==> src/rtl/bios_mem_ctrl_pkg.sv <==
// Shared definitions for the BIOS memory controller: default geometry,
// RAM read-port width and the FSM state encoding.
package bios_mem_ctrl_pkg;

    localparam int BIOS_ADDR_W    = 20;
    localparam int BIOS_DATA_W    = 32;
    localparam int BIOS_MEM_DEPTH = 128;
    localparam int BIOS_RAM_OUT_W = 48;

    typedef enum logic [2:0] {
        IDLE     = 3'd0,
        RD_ISSUE = 3'd1,
        RD_CAPT  = 3'd2,
        WR       = 3'd3,
        DONE     = 3'd4
    } bios_state_e;

endpackage

==> src/rtl/bios_mem_ctrl.sv <==
// CPU-side BIOS memory controller driving an external registered-read RAM.
// Optional macro BIOS_WRITE_PROTECT_EN rejects every write with err=1.
module bios_mem_ctrl
    import bios_mem_ctrl_pkg::*;
#(
    parameter int ADDR_W    = BIOS_ADDR_W,
    parameter int DATA_W    = BIOS_DATA_W,
    parameter int MEM_DEPTH = BIOS_MEM_DEPTH
) (
    input  logic                      clk,
    input  logic                      rst,
    input  logic                      req,
    input  logic                      we,
    input  logic [ADDR_W-1:0]         addr,
    input  logic [DATA_W-1:0]         wdata,
    output logic                      ack,
    output logic [DATA_W-1:0]         rdata,
    output logic                      err,
    output logic                      busy,
    output logic [ADDR_W-1:0]         ram_addra,
    output logic [DATA_W-1:0]         ram_dina,
    output logic                      ram_wea,
    input  logic [BIOS_RAM_OUT_W-1:0] ram_douta
);

    localparam logic [ADDR_W-1:0] LAST_ADDR = ADDR_W'(MEM_DEPTH - 1);

    // Handshake: req/we/addr/wdata are sampled only on an edge where the FSM
    // is IDLE and req=1; ack is a one-cycle pulse in DONE, err/rdata valid with it.
    bios_state_e       r_state;
    bios_state_e       w_state_nxt;
    logic [ADDR_W-1:0] r_addr;
    logic [DATA_W-1:0] r_wdata;
    logic              r_we;
    logic              r_err;
    logic [DATA_W-1:0] r_rdata;
    logic              w_oor;
    logic              w_reject;
    logic              w_unused;

    assign w_oor    = (addr > LAST_ADDR);
    assign w_unused = ^ram_douta[BIOS_RAM_OUT_W-1:DATA_W];

`ifdef BIOS_WRITE_PROTECT_EN
    assign w_reject = w_oor | we;
`else
    assign w_reject = w_oor;
`endif

    always_comb begin
        w_state_nxt = r_state;
        case (r_state)
            IDLE: begin
                if (req) begin
                    if (w_reject)  w_state_nxt = DONE;
                    else if (we)   w_state_nxt = WR;
                    else           w_state_nxt = RD_ISSUE;
                end
            end
            RD_ISSUE: w_state_nxt = RD_CAPT;
            RD_CAPT:  w_state_nxt = DONE;
            WR:       w_state_nxt = DONE;
            DONE:     w_state_nxt = IDLE;
            default:  w_state_nxt = IDLE;
        endcase
    end

    always_ff @(posedge clk or posedge rst) begin
        if (rst) begin
            r_state <= IDLE;
            r_addr  <= '0;
            r_wdata <= '0;
            r_we    <= 1'b0;
            r_err   <= 1'b0;
            r_rdata <= '0;
        end else begin
            r_state <= w_state_nxt;
            if (r_state == IDLE && req) begin
                r_addr  <= addr;
                r_wdata <= wdata;
                r_we    <= we;
                r_err   <= w_reject;
                if (w_reject) r_rdata <= '0;
            end
            // RAM output is valid one edge after RD_ISSUE presented the address
            if (r_state == RD_CAPT) r_rdata <= ram_douta[DATA_W-1:0];
        end
    end

    assign ack       = (r_state == DONE);
    assign err       = ack & r_err;
    assign rdata     = r_rdata;
    assign busy      = (r_state != IDLE);
    assign ram_addra = r_addr;
    assign ram_dina  = r_wdata;
    assign ram_wea   = (r_state == WR) & r_we;

endmodule
==> config.mk <==
export PLATFORM = sky130hd
export DESIGN_NAME = bios_mem_ctrl
export DESIGN_NICKNAME = d
export VERILOG_FILES = /design/src/rtl/bios_mem_ctrl_pkg.sv /design/src/rtl/bios_mem_ctrl.sv
export SDC_FILE = /design/constraint.sdc
export NUM_CORES = 1
export LEC_CHECK = 0
export ABC_AREA = 1
export CAP_MARGIN = 20
export CORE_ASPECT_RATIO = 1.25
export CORE_MARGIN = 4
export CORE_UTILIZATION = 40
export DETAILED_ROUTE_END_ITERATION = 10
export GPL_ROUTABILITY_DRIVEN = 0
export PLACE_DENSITY = 0.81
export SLEW_MARGIN = 20
export SYNTH_ARGS = -nofsm -noshare
export SYNTH_HDL_FRONTEND = slang
export SYNTH_SLANG_ARGS = --single-unit
==> constraint.sdc <==
create_clock -name clk -period 4.2 [get_ports clk]
set_input_delay 0.84 -clock clk [delete_from_list [all_inputs] [get_ports clk]]
set_output_delay 0.84 -clock clk [all_outputs]
set_load 0.05 [all_outputs]
## Word level (Yosys, flattened, before mapping)

Index checks and enable logic that the tools add are counted.

- Flip-flop bits (word level): 89
- Bits in latches: 0
- RAM bits: 0
- ROM bits: 0
- Output and inout port bits: 88
- Memories kept: 0

- Add/sub/neg operators: 0
- Multiply operators: 0
- Divide/modulo/power cells: 0
- Order comparisons: 1
- Equal/unequal tests: 5
- Shift-type cells: 0
- Muxes and demuxes: 7
- Bitwise operators: 2
- Reduce and logical (&&, ||, !) cells: 7

Operators by type and width:

| cell | count |
|---|---|
| two-way mux 32 bit | 3 |
| greater-than comparator 20 x 7 -> 1 bit (second input constant) | 1 |
| case mux 3 bit (3 select lines) | 1 |
| equality test 3 x 2 -> 1 bit (second input constant) | 2 |
| two-way mux 3 bit | 2 |
| nonzero test 2 bit | 2 |
| equality test 3 x 1 -> 1 bit (second input constant) | 1 |
| equality test 3 bit (second input constant) | 1 |
| zero test 3 bit | 1 |
| nonzero test 3 bit | 1 |
| AND 1 bit | 2 |
| two-way mux 2 bit | 1 |
| != test 2 bit (second input constant) | 1 |
| AND reduction 2 bit | 1 |
| OR reduction 2 bit | 1 |
| logical AND 1 bit | 1 |

## Depth between registers and ports, before layout

- Depth after elaboration: 4
- Mapped depth: 9
- Mapped depth without buffers: 8

## Worst setup path after synthesis

Ideal clock, no wire load.

- Path type: register -> output
- From: reg r_state[0]
- To: out err
- Arrival time: 1.997 ns
- Slack: 1.363 ns
- Cell stages (with the launch flop): 2
- Cell sequence: dfrtp_1 nor4_1

- Longest elaborated chain between the ends: 2

RTL lines:

| element | RTL line | RTL |
|---|---|---|
| start: declaration | bios_mem_ctrl.sv:30 | `bios_state_e r_state;` |
| start signal: assignment | bios_mem_ctrl.sv:77 | `r_state <= w_state_nxt;` |
| equality test 3 bit | bios_mem_ctrl.sv:90 | `assign ack = (r_state == DONE);` |
| AND 1 bit | bios_mem_ctrl.sv:91 | `assign err = ack & r_err;` |
| end: declaration | bios_mem_ctrl.sv:18 | `output logic err,` |

No other way between the ends.

## Worst setup path in the final report

Same ends and word-level chain as after synthesis.

==> flow_metrics.py <==
metrics = {
    "cells_and_area": {
        "diodes": 0,
        "mostFrequentLayoutCells": "nand2_1, clkdlybuf4s50_1, dfrtp_1, nand3_2",
        "area_growth_pct": 54.3,
        "multi_input_comb_area_sq_um": 1260,
        "fillers": 760,
        "final_common_cell": "nand2_1",
        "layout-drive-gt1-share_pct": 7.80,
        "nets": 676,
        "register_area_sq_um": 2230,
    },
    "route": {
        "first_pass_iters": 4,
        "wl_per_cell_um": 14.0,
        "viasPerCell": 4.54,
        "drt_iter0_markers": 105,
        "routed_wl_um": 9730,
        "drc": 0,
        "vias": 3165,
        "ant_nets": 0,
    },
    "global_routing": {
        "antenna_found_initial": 0,
        "grt_pass1_wl_um": 15600,
        "grt_pass1_vias": 3228,
        "grt_start_max_net_pins": 59,
        "grt.total_usage_pct": 18.4,
        "overflow": 0,
    },
    "synth": {
        "synth_top_area_share_pct": 60.7,
        "synth_cells": 403,
        "synth_top_area_cell": "dfrtp_1",
        "synth_area_leaders": "dfrtp_1, nand2_1, nand3_2",
        "ys_seq_elements": 89,
        "synth_warnings": 0,
        "syn_avg_cell_area_sq_um": 9.10,
        "synth_cell_types": 23,
        "ys_seq_area_share_pct": 60.7,
        "syn_nets": 507,
        "synth_area_sq_um": 3670,
    },
    "power": {
        "leakage_nw": 2.74,
        "peakVddDrop_mv": 0.477,
        "powerDensity_nw_per_um2": 693,
    },
    "sta": {
        "clock.fmax_ghz": 0.353,
        "hold_violations": 0,
        "setup_tns_ps": 0,
        "layout_setup_ws_ps": 1370,
        "fin_skew_ps": 7.89,
        "finalMaxSlewViolations": 0,
        "finalCritPeriodShare_pct": 67.4,
        "finalSetupViolCount": 0,
        "finalCriticalPeriod_ps": 2830,
        "rsz0062_at_grt": "no",
        "maxSlewHeadroom_pct": 51.0,
        "worstMarginPinSlew_ps": 733,
    },
    "hold_path": {
        "whs_path_depth": 2,
        "min_path_type": "reg -> reg",
    },
    "cts": {
        "ctsLongestPathBuffers": 2,
        "cts.clk_slew.worst_paths_ps": 80,
        "clkSinkCount": 89,
        "cts_resized": 0,
        "clock-root-buffer": "clkbuf_8",
        "insertion_delay_ps": 350,
        "post-cts-setup-buffer-count": 0,
        "cts-buffers-inserted": 9,
        "cts_tree": "done",
        "cts_hold_buffers": 0,
        "htree_levels": 3,
    },
    "critical_path": {
        "crit_buf_inv": 1,
        "reg2reg_depth": 8,
        "cpMaxStageDelayCell": "clkdlybuf4s50_1",
        "cp_max_fo": 6,
        "cp-end-kind": "output port",
        "crit_type": "reg -> out",
        "cp.required_ps": 3360,
        "crit_chain": "nor4_1 -> clkdlybuf4s50_1",
        "path_depth": 2,
        "critPathTopFamily": "buffers and inverters",
        "crit_path_max_incr_delay_ps": 870,
        "cp.arrival_ps": 1990,
        "cp-start-kind": "flip-flop",
    },
    "floorplan": {
        "initial_core_util_pct": 41.7,
        "io_pins": 192,
        "coreArea_sq_um": 8800,
        "num_rows": 38,
        "die_x_um": 93.7,
        "fp.dieArea_sq_um": 10800,
        "chipHeight_um": 115,
    },
    "placed_design": {
        "dp_slack_ps": 1160,
        "dp_hpwl_um": 7060,
        "port_buffers": 175,
    },
    "outcome": {
        "status": "complete, no violations",
    },
    "job": {
        "maxCapViolCount": 0,
    },
}
power breakdown:
part           switching (mW)  leakage [nW]  internal [mW]
clock                   0.284         0.107          0.324
sequential              0.149          1.15           1.12
combinational            1.41          1.49          0.642
total                    1.84          2.74           2.09
metrics by stage:
stage | power, mW | area (sq um) | utilization (%) | hold slack, ps | cells
finish | 3.92 | 5660 | 64.4 | 485 | 697
global route | 4.12 | 5660 | 64.4 | 509 | 697
CTS | 3.96 | 5660 | 64.4 | 486 | 697
detailed placement | 3.34 | 5450 | 62.0 | 464 | 681
global placement | 3.31 | 5450 | 62.0 | 464 | 681
floorplan | 2.63 | 3670 | - | 449 | 403
routing by layer:
metal	vias to the layer above	part of all wire (%)	track usage, %
li1	1569	-	-
met1	1459	41	22.6
met2	118	49	31.0
met3	19	7.8	4.52
met4	0	2.4	8.19
met5	-	0	0
state kept, by name, indices dropped and copies added (netlist names):
signal	flops
rdata	32
r_err	1
ram_addra	20
ram_dina	32
r_state	3
r_we	1
worst reg2reg max path, cell delays in order (launching register included):
cell and delay, ps:
dfrtp_1 460, nor2_1 150, nand2_2 90, inv_2 80, nand2_4 330, inv_4 570
nand2_8 280, nand3_1 160, nand2_1 70
cell type report:
| type | instances | share of cell area [%] |
|---|---|---|
| Clock buffer | 14 | 3.05 |
| Clock inverter | 2 | 0.619 |
| Inverter | 11 | 0.796 |
| Multi-Input combinational cell | 283 | 22.2 |
| Sequential cell | 89 | 39.3 |
| Tap cell | 120 | 2.65 |
| Timing Repair Buffer | 178 | 31.3 |
cells by family (layout without fill, tap and decap cells):
logic type / count (synthesis) / after routing / synth area share [%]
compound gates: 6 / 6 / 0.819
simple gates: 277 / 277 / 33.4
flops: 89 / 89 / 60.7
buf+inv: 31 / 205 / 5.05
Yosys cell counts:
cell,n
inv_2,2
buf_8,2
nor4_1,1
buf_4,5
nor3_1,1
nand2_1,227
buf_1,1
a21oi_1,2
nor2_1,11
buf_2,8
o21ai_0,4
nand2_8,1
buf_6,2
clkbuf_1,2
nor3_4,1
nand3_1,12
dfrtp_1,89
nand3_2,20
nand2_2,1
inv_1,8
nand3b_1,1
inv_4,1
nand2_4,1
worst paths after layout:
| kind | start | to | slack [ps] |
|---|---|---|---|
| hold reg to reg | ram_addra[9] | ram_addra[9] | 490 |
| max in group asynchronous | rst | rdata[16] | 2680 |
| setup reg to reg | r_state[0] | rdata[29] | 1880 |
| setup / recovery | r_state[0] | err | 1370 |
| min in group asynchronous | rst | rdata[29] | 760 |
| hold / removal | ram_addra[9] | ram_addra[9] | 490 |
No activity file was read; power rests on OpenSTA's default activity.
